$ cat config.mk
export PLATFORM = sky130hd
export DESIGN_NAME = riscv_ex_result_collect
export DESIGN_NICKNAME = d
export VERILOG_FILES = /design/src/rtl/riscv_state_pkg.sv /design/src/rtl/riscv_ex_result_collect.sv
export SDC_FILE = /design/constraint.sdc
export NUM_CORES = 1
export LEC_CHECK = 0
export ABC_AREA = 0
export ABC_CLOCK_PERIOD_IN_PS = 2170
export BUFFER_PORTS_ARGS = -buffer_cell sky130_fd_sc_hd__clkbuf_2
export CAP_MARGIN = 10
export CORE_UTILIZATION = 53
export CTS_BUF_LIST = sky130_fd_sc_hd__clkbuf_8
export CTS_CLUSTER_SIZE = 16
export DETAILED_ROUTE_END_ITERATION = 6
export PLACE_DENSITY_LB_ADDON = 0.1
export SYNTH_ARGS = -nofsm -noshare
export SYNTH_HDL_FRONTEND = slang
export SYNTH_SLANG_ARGS = --single-unit
$ cat constraint.sdc
create_clock -name clk_i -period 2.17 [get_ports clk_i]
set_input_delay 0.217 -clock clk_i [delete_from_list [all_inputs] [get_ports clk_i]]
set_output_delay 0.217 -clock clk_i [all_outputs]
set_load 0.005 [all_outputs]
$ cat src/rtl/riscv_state_pkg.sv
// Shared encodings for the execute-stage result collector: source IDs and FSM states.
package riscv_state_pkg;

  typedef enum logic [1:0] {
    SRC_ALU = 2'd0,
    SRC_BU  = 2'd1,
    SRC_MUL = 2'd2,
    SRC_DIV = 2'd3
  } ex_src_e;

  typedef enum logic [0:0] {
    ST_PASS = 1'b0,
    ST_HOLD = 1'b1
  } ex_state_e;

endpackage

$ cat src/rtl/riscv_ex_result_collect.sv
// Collects one result per cycle from the execute units and registers it toward the memory
// stage, parking a single result in a hold buffer while memory is stalled.
module riscv_ex_result_collect
  import riscv_state_pkg::*;
#(
  parameter int unsigned XLEN  = 32,
  parameter int unsigned CNT_W = 32
) (
  input  logic             clk_i,
  input  logic             rst_i,
  input  logic             mem_stall_i,
  input  logic             alu_bubble_i,
  input  logic [XLEN-1:0]  alu_r_i,
  input  logic             bu_bubble_i,
  input  logic [XLEN-1:0]  bu_r_i,
  input  logic             mul_bubble_i,
  input  logic [XLEN-1:0]  mul_r_i,
  input  logic             div_bubble_i,
  input  logic [XLEN-1:0]  div_r_i,
  output logic [XLEN-1:0]  ex_r_o,
  output logic             ex_bubble_o,
  output logic [1:0]       ex_src_o,
  output logic             ex_stall_o,
  output logic             ex_err_o,
  output logic [CNT_W-1:0] ex_cnt_o
);

  // Fixed priority MUL > DIV > BU > ALU; returns {src, result}.
  function automatic logic [XLEN+1:0] prio_sel(
    input logic            alu_v,
    input logic            bu_v,
    input logic            mul_v,
    input logic            div_v,
    input logic [XLEN-1:0] alu_r,
    input logic [XLEN-1:0] bu_r,
    input logic [XLEN-1:0] mul_r,
    input logic [XLEN-1:0] div_r
  );
    logic [XLEN+1:0] res;
    if (mul_v)      res = {SRC_MUL, mul_r};
    else if (div_v) res = {SRC_DIV, div_r};
    else if (bu_v)  res = {SRC_BU, bu_r};
    else            res = {SRC_ALU, alu_r};
    if (!alu_v && !bu_v && !mul_v && !div_v) res = {SRC_ALU, alu_r};
    return res;
  endfunction

  ex_state_e       state_q;
  logic [XLEN-1:0] ex_r_q;
  ex_src_e         ex_src_q;
  logic            ex_bubble_q;
  logic            ex_stall_q;
  logic            ex_err_q;
  logic [CNT_W-1:0] ex_cnt_q;
  logic [XLEN-1:0] hold_r_q;
  ex_src_e         hold_src_q;

  logic [3:0]      valid;
  logic            any_valid;
  logic            multi_valid;
  logic [XLEN+1:0] sel;
  ex_src_e         sel_src;
  logic [XLEN-1:0] sel_r;

  always_comb begin
    valid       = {~div_bubble_i, ~mul_bubble_i, ~bu_bubble_i, ~alu_bubble_i};
    any_valid   = |valid;
    multi_valid = ($countones(valid) > 1);
    sel         = prio_sel(valid[0], valid[1], valid[2], valid[3],
                           alu_r_i, bu_r_i, mul_r_i, div_r_i);
    sel_src     = ex_src_e'(sel[XLEN+1:XLEN]);
    sel_r       = sel[XLEN-1:0];
  end

  always_ff @(posedge clk_i) begin
    if (rst_i) begin
      state_q     <= ST_PASS;
      ex_r_q      <= '0;
      ex_src_q    <= SRC_ALU;
      ex_bubble_q <= 1'b1;
      ex_stall_q  <= 1'b0;
      ex_err_q    <= 1'b0;
      ex_cnt_q    <= '0;
      hold_r_q    <= '0;
      hold_src_q  <= SRC_ALU;
    end else begin
      unique case (state_q)
        ST_PASS: begin
          if (multi_valid) ex_err_q <= 1'b1;
          if (!mem_stall_i) begin
            ex_bubble_q <= ~any_valid;
            if (any_valid) begin
              ex_r_q   <= sel_r;
              ex_src_q <= sel_src;
              ex_cnt_q <= ex_cnt_q + CNT_W'(1);
            end
          end else if (any_valid) begin
            hold_r_q   <= sel_r;
            hold_src_q <= sel_src;
            ex_stall_q <= 1'b1;
            state_q    <= ST_HOLD;
          end
        end
        ST_HOLD: begin
          // Units should be stalled here; anything valid is a protocol error and is dropped.
          if (any_valid) ex_err_q <= 1'b1;
          if (!mem_stall_i) begin
            ex_r_q      <= hold_r_q;
            ex_src_q    <= hold_src_q;
            ex_bubble_q <= 1'b0;
            ex_stall_q  <= 1'b0;
            ex_cnt_q    <= ex_cnt_q + CNT_W'(1);
            state_q     <= ST_PASS;
          end
        end
        default: state_q <= ST_PASS;
      endcase
    end
  end

  assign ex_r_o      = ex_r_q;
  assign ex_src_o    = ex_src_q;
  assign ex_bubble_o = ex_bubble_q;
  assign ex_stall_o  = ex_stall_q;
  assign ex_err_o    = ex_err_q;
  assign ex_cnt_o    = ex_cnt_q;

endmodule

==> impl_metrics.toml, run 1 <==
[status]
status = "finished clean"

[floorplanning]
ios = 204
start_util_pct = 55.15
die_h_um = 109.1
die_w_um = 109.1
fp-row-count = 38
core_area_sq_mm = 0.01103
die_area_sq_mm = 0.01191

[grt]
grtUsageTotal_pct = 28.52
busiest_layer = "met2"
grt_util_met3_pct = 4.184
grt_max_degree = 66
gr-total-overflow = 0
met1_usage_pct = 35.55
grt_pass1_vias = 5868
grt_pass1_wl_um = 27110
antenna_found_initial = 1
use_met2_pct = 48.97

[sta]
slew_violations = 0
whs_ps = 234.4
finalCritPeriodShare_pct = 93.95
hold_violations = 0
slew_headroom_pct = 60.13
worstMarginPinSlew_ps = 598.1
min_period_ps = 2039
rsz0062_at_grt = "no"
setup_viol = 0
clock_skew_ps = 6.690
max_freq_mhz = 490.5
fin_setup_tns_ps = 0

[yosys]
synth_ff_type = "dfxtp_1"
synth_compound_area_share_pct = 28.28
yosys_warnings = 0
synth-simple-area-share_pct = 22.89
synth-seq-area-share_pct = 34.22
synth_top_family_by_area = "compound AO/OA/AOI/OAI gates"
synth_edf_count = 0
synth.avg_cell_area_sq_um = 7.303
synth_mux_area_share_pct = 5.265
ys_ff_latch = 104
syn_nets = 972
synth_cell_types = 38
netlist_area_sq_mm = 0.006083
async_flop_share_pct = 0
synthAdderAreaFrac_pct = 0.9461
syn_inst = 833
synth_xor_area_share_pct = 1.008

[power_and_ir_drop]
pwr-share-comb_pct = 19.4
sw_frac_of_total_pct = 27.77
internal-power_w = 0.003044
power.share.sequential_pct = 49.1
finalPower_w = 0.004215
pwr-share-clk_pct = 31.5
irDropWorstVdd_mv = 0.3296
power.density_mw_per_mm2 = 567.0
switching_power_w = 0.001170
p_leak_nw = 3.283

[critical_path]
cp-startpoint = "ex_cnt_o[5]"
reg2reg_slack_ps = 130
r2r-start = "ex_cnt_o[5]"
setup.worst_path.start_class = "register"
cp-end-kind = "register"
path_class = "register to register"
r2r_cells = 4
path_max_fanout = 30
endpoint = "ex_cnt_o[28]"
r2r-end = "ex_cnt_o[28]"
cp_data_arrival_time_ps = 2330
cp.required_ps = 2460

[place]
dp_cells = 1127
dp_hpwl_um = 11910
io_buffers = 203
place.gp.congestion = 0.8400

[cts]
clock-sinks = 104
cts.clk_slew.worst_paths_ps = 100
post_cts_buffers = 0
cts_buffer_depth = 2
ctsHoldBuffers = 0
numCtsBuffers = 9
cts_root_buf = "clkbuf_8"
cts_tree = "yes"
clk_latency_ps = 360
postCtsResizedCells = 0
htree_levels = 3

[final_layout]
num_antenna_cells = 0
stdcell_count = 1142
area_growth_pct = 22.19
drive_gt1_share_pct = 25.05
nets = 1137
fin_util_pct = 67.39

[routing]
first_iter_violations = 501
via_count = 6614
viasPerCell = 5.792
dr.pass1.iters = 6
drc = 0
postRouteAntennaNets = 0
drt-wirelength-per-cell_um = 14.92
routed_wl_um = 17040

[worst_hold_path]
hp-class = "primary input to register"

[job]
maxCapViolations = 0
==> power by group through the flow <==
stage | Sequential (W) | Combinational (W) | Clock [W]
finish | 0.00207 | 0.000818 | 0.00133
global placement | 0.00211 | 0.000809 | 0
CTS | 0.00207 | 0.000817 | 0.00135
global route | 0.00208 | 0.000917 | 0.00143
floorplan | 0.00211 | 0.000485 | 0
detailed placement | 0.00211 | 0.000817 | 0
==> metal layers <==
layer	vias up	share of wire (%)
li1	3348	-
met1	3026	44
met2	208	47
met3	30	5.8
met4	2	2.4
met5	-	0.076
==> registers in the layout, summed over array words and instances, names as in the netlist <==
name and cells:
ex_err_o 1, ex_r_o 32, hold_src_q 2, state_q 1
ex_cnt_o 32, hold_r_q 32, ex_stall_o 1, ex_src_o 2
ex_bubble_o 1
==> logic make-up (layout without fill, tap and decap cells) <==
kind of cell,Yosys count,in the layout
AOI/OAI and AO/OA,318,318
and+or+nand+nor,254,254
buffers and inverters,114,283
DFF,104,104
muxes,32,32
xor gates and xnor gates,7,7
adders and majority gates,4,4
==> cell type report <==
cell class,count,area (sq um)
fill,1022,3597
multi-input combinational,615,3560
sequential,104,2083
timing repair buffer,232,1261
tap,140,175.2
clock buffer,10,137.6
inverter,36,135.1
clock inverter,5,81.33
==> stage by stage <==
stage | cell area [sq um] | setup slack [ps]
detailed placement | 7214 | 117.4
global route | 7433 | 72.27
global placement | 7214 | 164.9
finish | 7433 | 131.2
floorplan | 6083 | 261.3
CTS | 7433 | 87.92
==> Yosys cell counts, drive strengths merged (15+ instances only) <==
cell    instances  share of area [%]
o21ai         141                 12
a21oi         126                 10
dfxtp         104                 34
nor2           75                4.6
clkbuf         69                4.3
nand2          45                2.8
inv            36                2.2
and4b          33                5.4
a211oi         32                3.9
mux2i          32                5.3
nor3           32                2.6
nand4          15                1.5
or4            15                1.9
==> worst min path at each step <==
stage                  from      endpoint  slack (ps)  depth (start not counted)
6_report              rst_i  hold_r_q[27]         230                          2
2_1_floorplan   mem_stall_i       state_q         380                          1
3_5_place_dp   hold_r_q[26]  hold_r_q[26]         450                          2
4_1_cts               rst_i  hold_r_q[29]         220                          2
5_1_grt               rst_i   hold_r_q[3]         240                          2
3_3_place_gp   hold_r_q[26]  hold_r_q[26]         440                          2
==> worst max-delay path: stages (launching register included) <==
cell and delay, ps:
dfxtp_1 440, nand4_1 120, or4_4 710, or4_1 550
a21oi_1 160
==> layout by cell type, fill, tap and decap left out, types with 5 or more instances in the layout <==
cell type and n:
a211oi_1 32, nand2_1 45, buf_4 28, inv_1 36, a21oi_1 126, nand4_1 15, and4b_1 33, o21ai_0 125
clkbuf_8 10, nor2_1 74, nor3_1 32, xor2_1 5, o31ai_1 14, clkbuf_2 201, nand3_1 14, dfxtp_1 103
o21ai_1 16, or3_1 10, or4_1 14, mux2i_1 32
Power figures use the tool's default switching activity.
==> run 2: changes to the inputs <==
--- a/config.mk
+++ b/config.mk
@@ -9,6 +9,7 @@
 export ABC_CLOCK_PERIOD_IN_PS = 2170
 export BUFFER_PORTS_ARGS = -buffer_cell sky130_fd_sc_hd__clkbuf_2
 export CAP_MARGIN = 10
+export CORE_MARGIN = 2
 export CORE_UTILIZATION = 53
 export CTS_BUF_LIST = sky130_fd_sc_hd__clkbuf_8
 export CTS_CLUSTER_SIZE = 16
==> run 2 against run 1 <==
Worst hold slack improved by 5.8 ps. Clock skew rose by 2.7 ps. Sequential cell count did not move. Core utilization fell by 1.8 points. Total power barely moved. Worst setup slack improved by 38 ps. Wire length rose by 1.8%. First-iteration DRC count fell by 0.20%. Non-clock buffer count fell by 1. Critical endpoint is now ex_cnt_o[26].
==> impl_metrics.toml, run 2 (synthesis gave the netlist of run 1 again) <==
[floorplanning]
fp-row-count = 39
die_area_sq_mm = 0.01235
die_w_um = 111.1
core_area_sq_mm = 0.01132
die_h_um = 111.1
start_util_pct = 53.74
ios = 204

[grt]
gr-total-overflow = 0
grt_util_met3_pct = 4.811
grt_max_degree = 71
antenna_found_initial = 1
grtUsageTotal_pct = 27.43
busiest_layer = "met2"
grt_pass1_vias = 6094
use_met2_pct = 45.73
met1_usage_pct = 36.29
grt_pass1_wl_um = 28790

[routing]
dr.pass1.iters = 4
first_iter_violations = 500
via_count = 6589
routed_wl_um = 17350
drc = 0
viasPerCell = 5.750
drt-wirelength-per-cell_um = 15.14
postRouteAntennaNets = 0

[critical_path]
cp-end-kind = "register"
max_stage_delay_ps = 700
cp_slowest_cell = "or4_4"
setup.worst_path.start_class = "register"
path_max_fanout = 30
cp-startpoint = "ex_cnt_o[5]"
r2r-start = "ex_cnt_o[5]"
cp.required_ps = 2470
cp_data_arrival_time_ps = 2300
path_cells = "nand4_1 -> or4_4 -> or4_1 -> a21oi_1"
path_class = "register to register"

[place]
dp_hpwl_um = 12200
io_buffers = 203
place.gp.congestion = 0.8882

[sta]
worstMarginPinSlew_ps = 616.7
max_freq_mhz = 499.8
fin_setup_tns_ps = 0
setup_viol = 0
clock_skew_ps = 9.368
finalCritPeriodShare_pct = 92.21
min_period_ps = 2001
rsz0062_at_grt = "no"
slew_violations = 0
hold_violations = 0
slew_headroom_pct = 58.89

[final_layout]
final_cell_mix = "clkbuf_2, a21oi_1, o21ai_0, dfxtp_1, nor2_1"
area_growth_pct = 22.13
final_common_cell = "clkbuf_2"
drive_gt1_share_pct = 25.05
nets = 1136

[worst_hold_path]
worstHoldStart = "mem_stall_i"
hp-class = "primary input to register"

[cts]
clk_latency_ps = 360
cts_tree = "yes"
cts_buffer_depth = 2
clock-sinks = 104
cts_root_buf = "clkbuf_8"
numCtsBuffers = 9
htree_levels = 3
cts.clk_slew.worst_paths_ps = 100
ctsHoldBuffers = 0

[power_and_ir_drop]
power.density_mw_per_mm2 = 566.8
pwr-share-clk_pct = 31.3
switching_power_w = 0.001188
irDropWorstVdd_mv = 0.3594
finalPower_w = 0.004211
power.share.sequential_pct = 49.2
p_leak_nw = 3.282
sw_frac_of_total_pct = 28.20
internal-power_w = 0.003024
pwr-share-comb_pct = 19.5

[job]
maxCapViolations = 0

[status]
status = "finished clean"
## run 2: power by group through the flow
stage	sequential, W	clock, W	combinational (W)
detailed placement	0.00211	0	0.000819
global route	0.00208	0.00141	0.000926
CTS	0.00207	0.00135	0.000820
finish	0.00207	0.00132	0.000821
global placement	0.00211	0	0.000808
floorplan	0.00211	0	0.000485
## run 2: worst paths after layout
kind	endpoint	slack (ps)	depth (start not counted)
max	ex_cnt_o[26]	170	4
min	state_q	240	2
max reg2reg	ex_cnt_o[26]	170	4
min reg2reg	hold_r_q[18]	460	2
## run 2: worst max-delay path: cells and delay by family (launching register included)
kind / cells / cell delay (ps)
flops: 1 / 420
simple gates: 3 / 1360
compound gates: 1 / 150
## run 2: metal layers
| layer | wire (um) | share of wire [%] |
|---|---|---|
| met5 | 0 | 0 |
| met4 | 305 | 1.8 |
| met3 | 1071 | 6.2 |
| met2 | 8092 | 47 |
| met1 | 7880 | 45 |
## run 2: metrics by stage
step	area, sq um	hold WS, ps	std cells	worst slack (ps)	util (%)
after floorplan	6083	382.6	833	261.3	-
after global placement	7211	442.0	1129	171.7	63.69
after detailed placement	7211	448.2	1129	106.4	63.69
after CTS	7427	224.9	1145	81.47	65.61
after global routing	7430	246.7	1146	23.72	65.63
final	7430	240.2	1146	169.0	65.63
## run 2: area by class of cell
cell class              count  area, sq um
repair buffers            231         1254
fillers                  1075         3891
diodes                      1        2.502
well taps                 143        178.9
multi-input cells         615         3560
clock buffers               9        123.9
inverters                  36        135.1
flip-flops and latches    104         2083
clock inverters             7        92.59
## run 2: repair_timing
item / in CTS / in global routing
resized for setup: 0 / 0
endpoints found under the setup margin: 0 / 3
setup buffers: 0 / 0
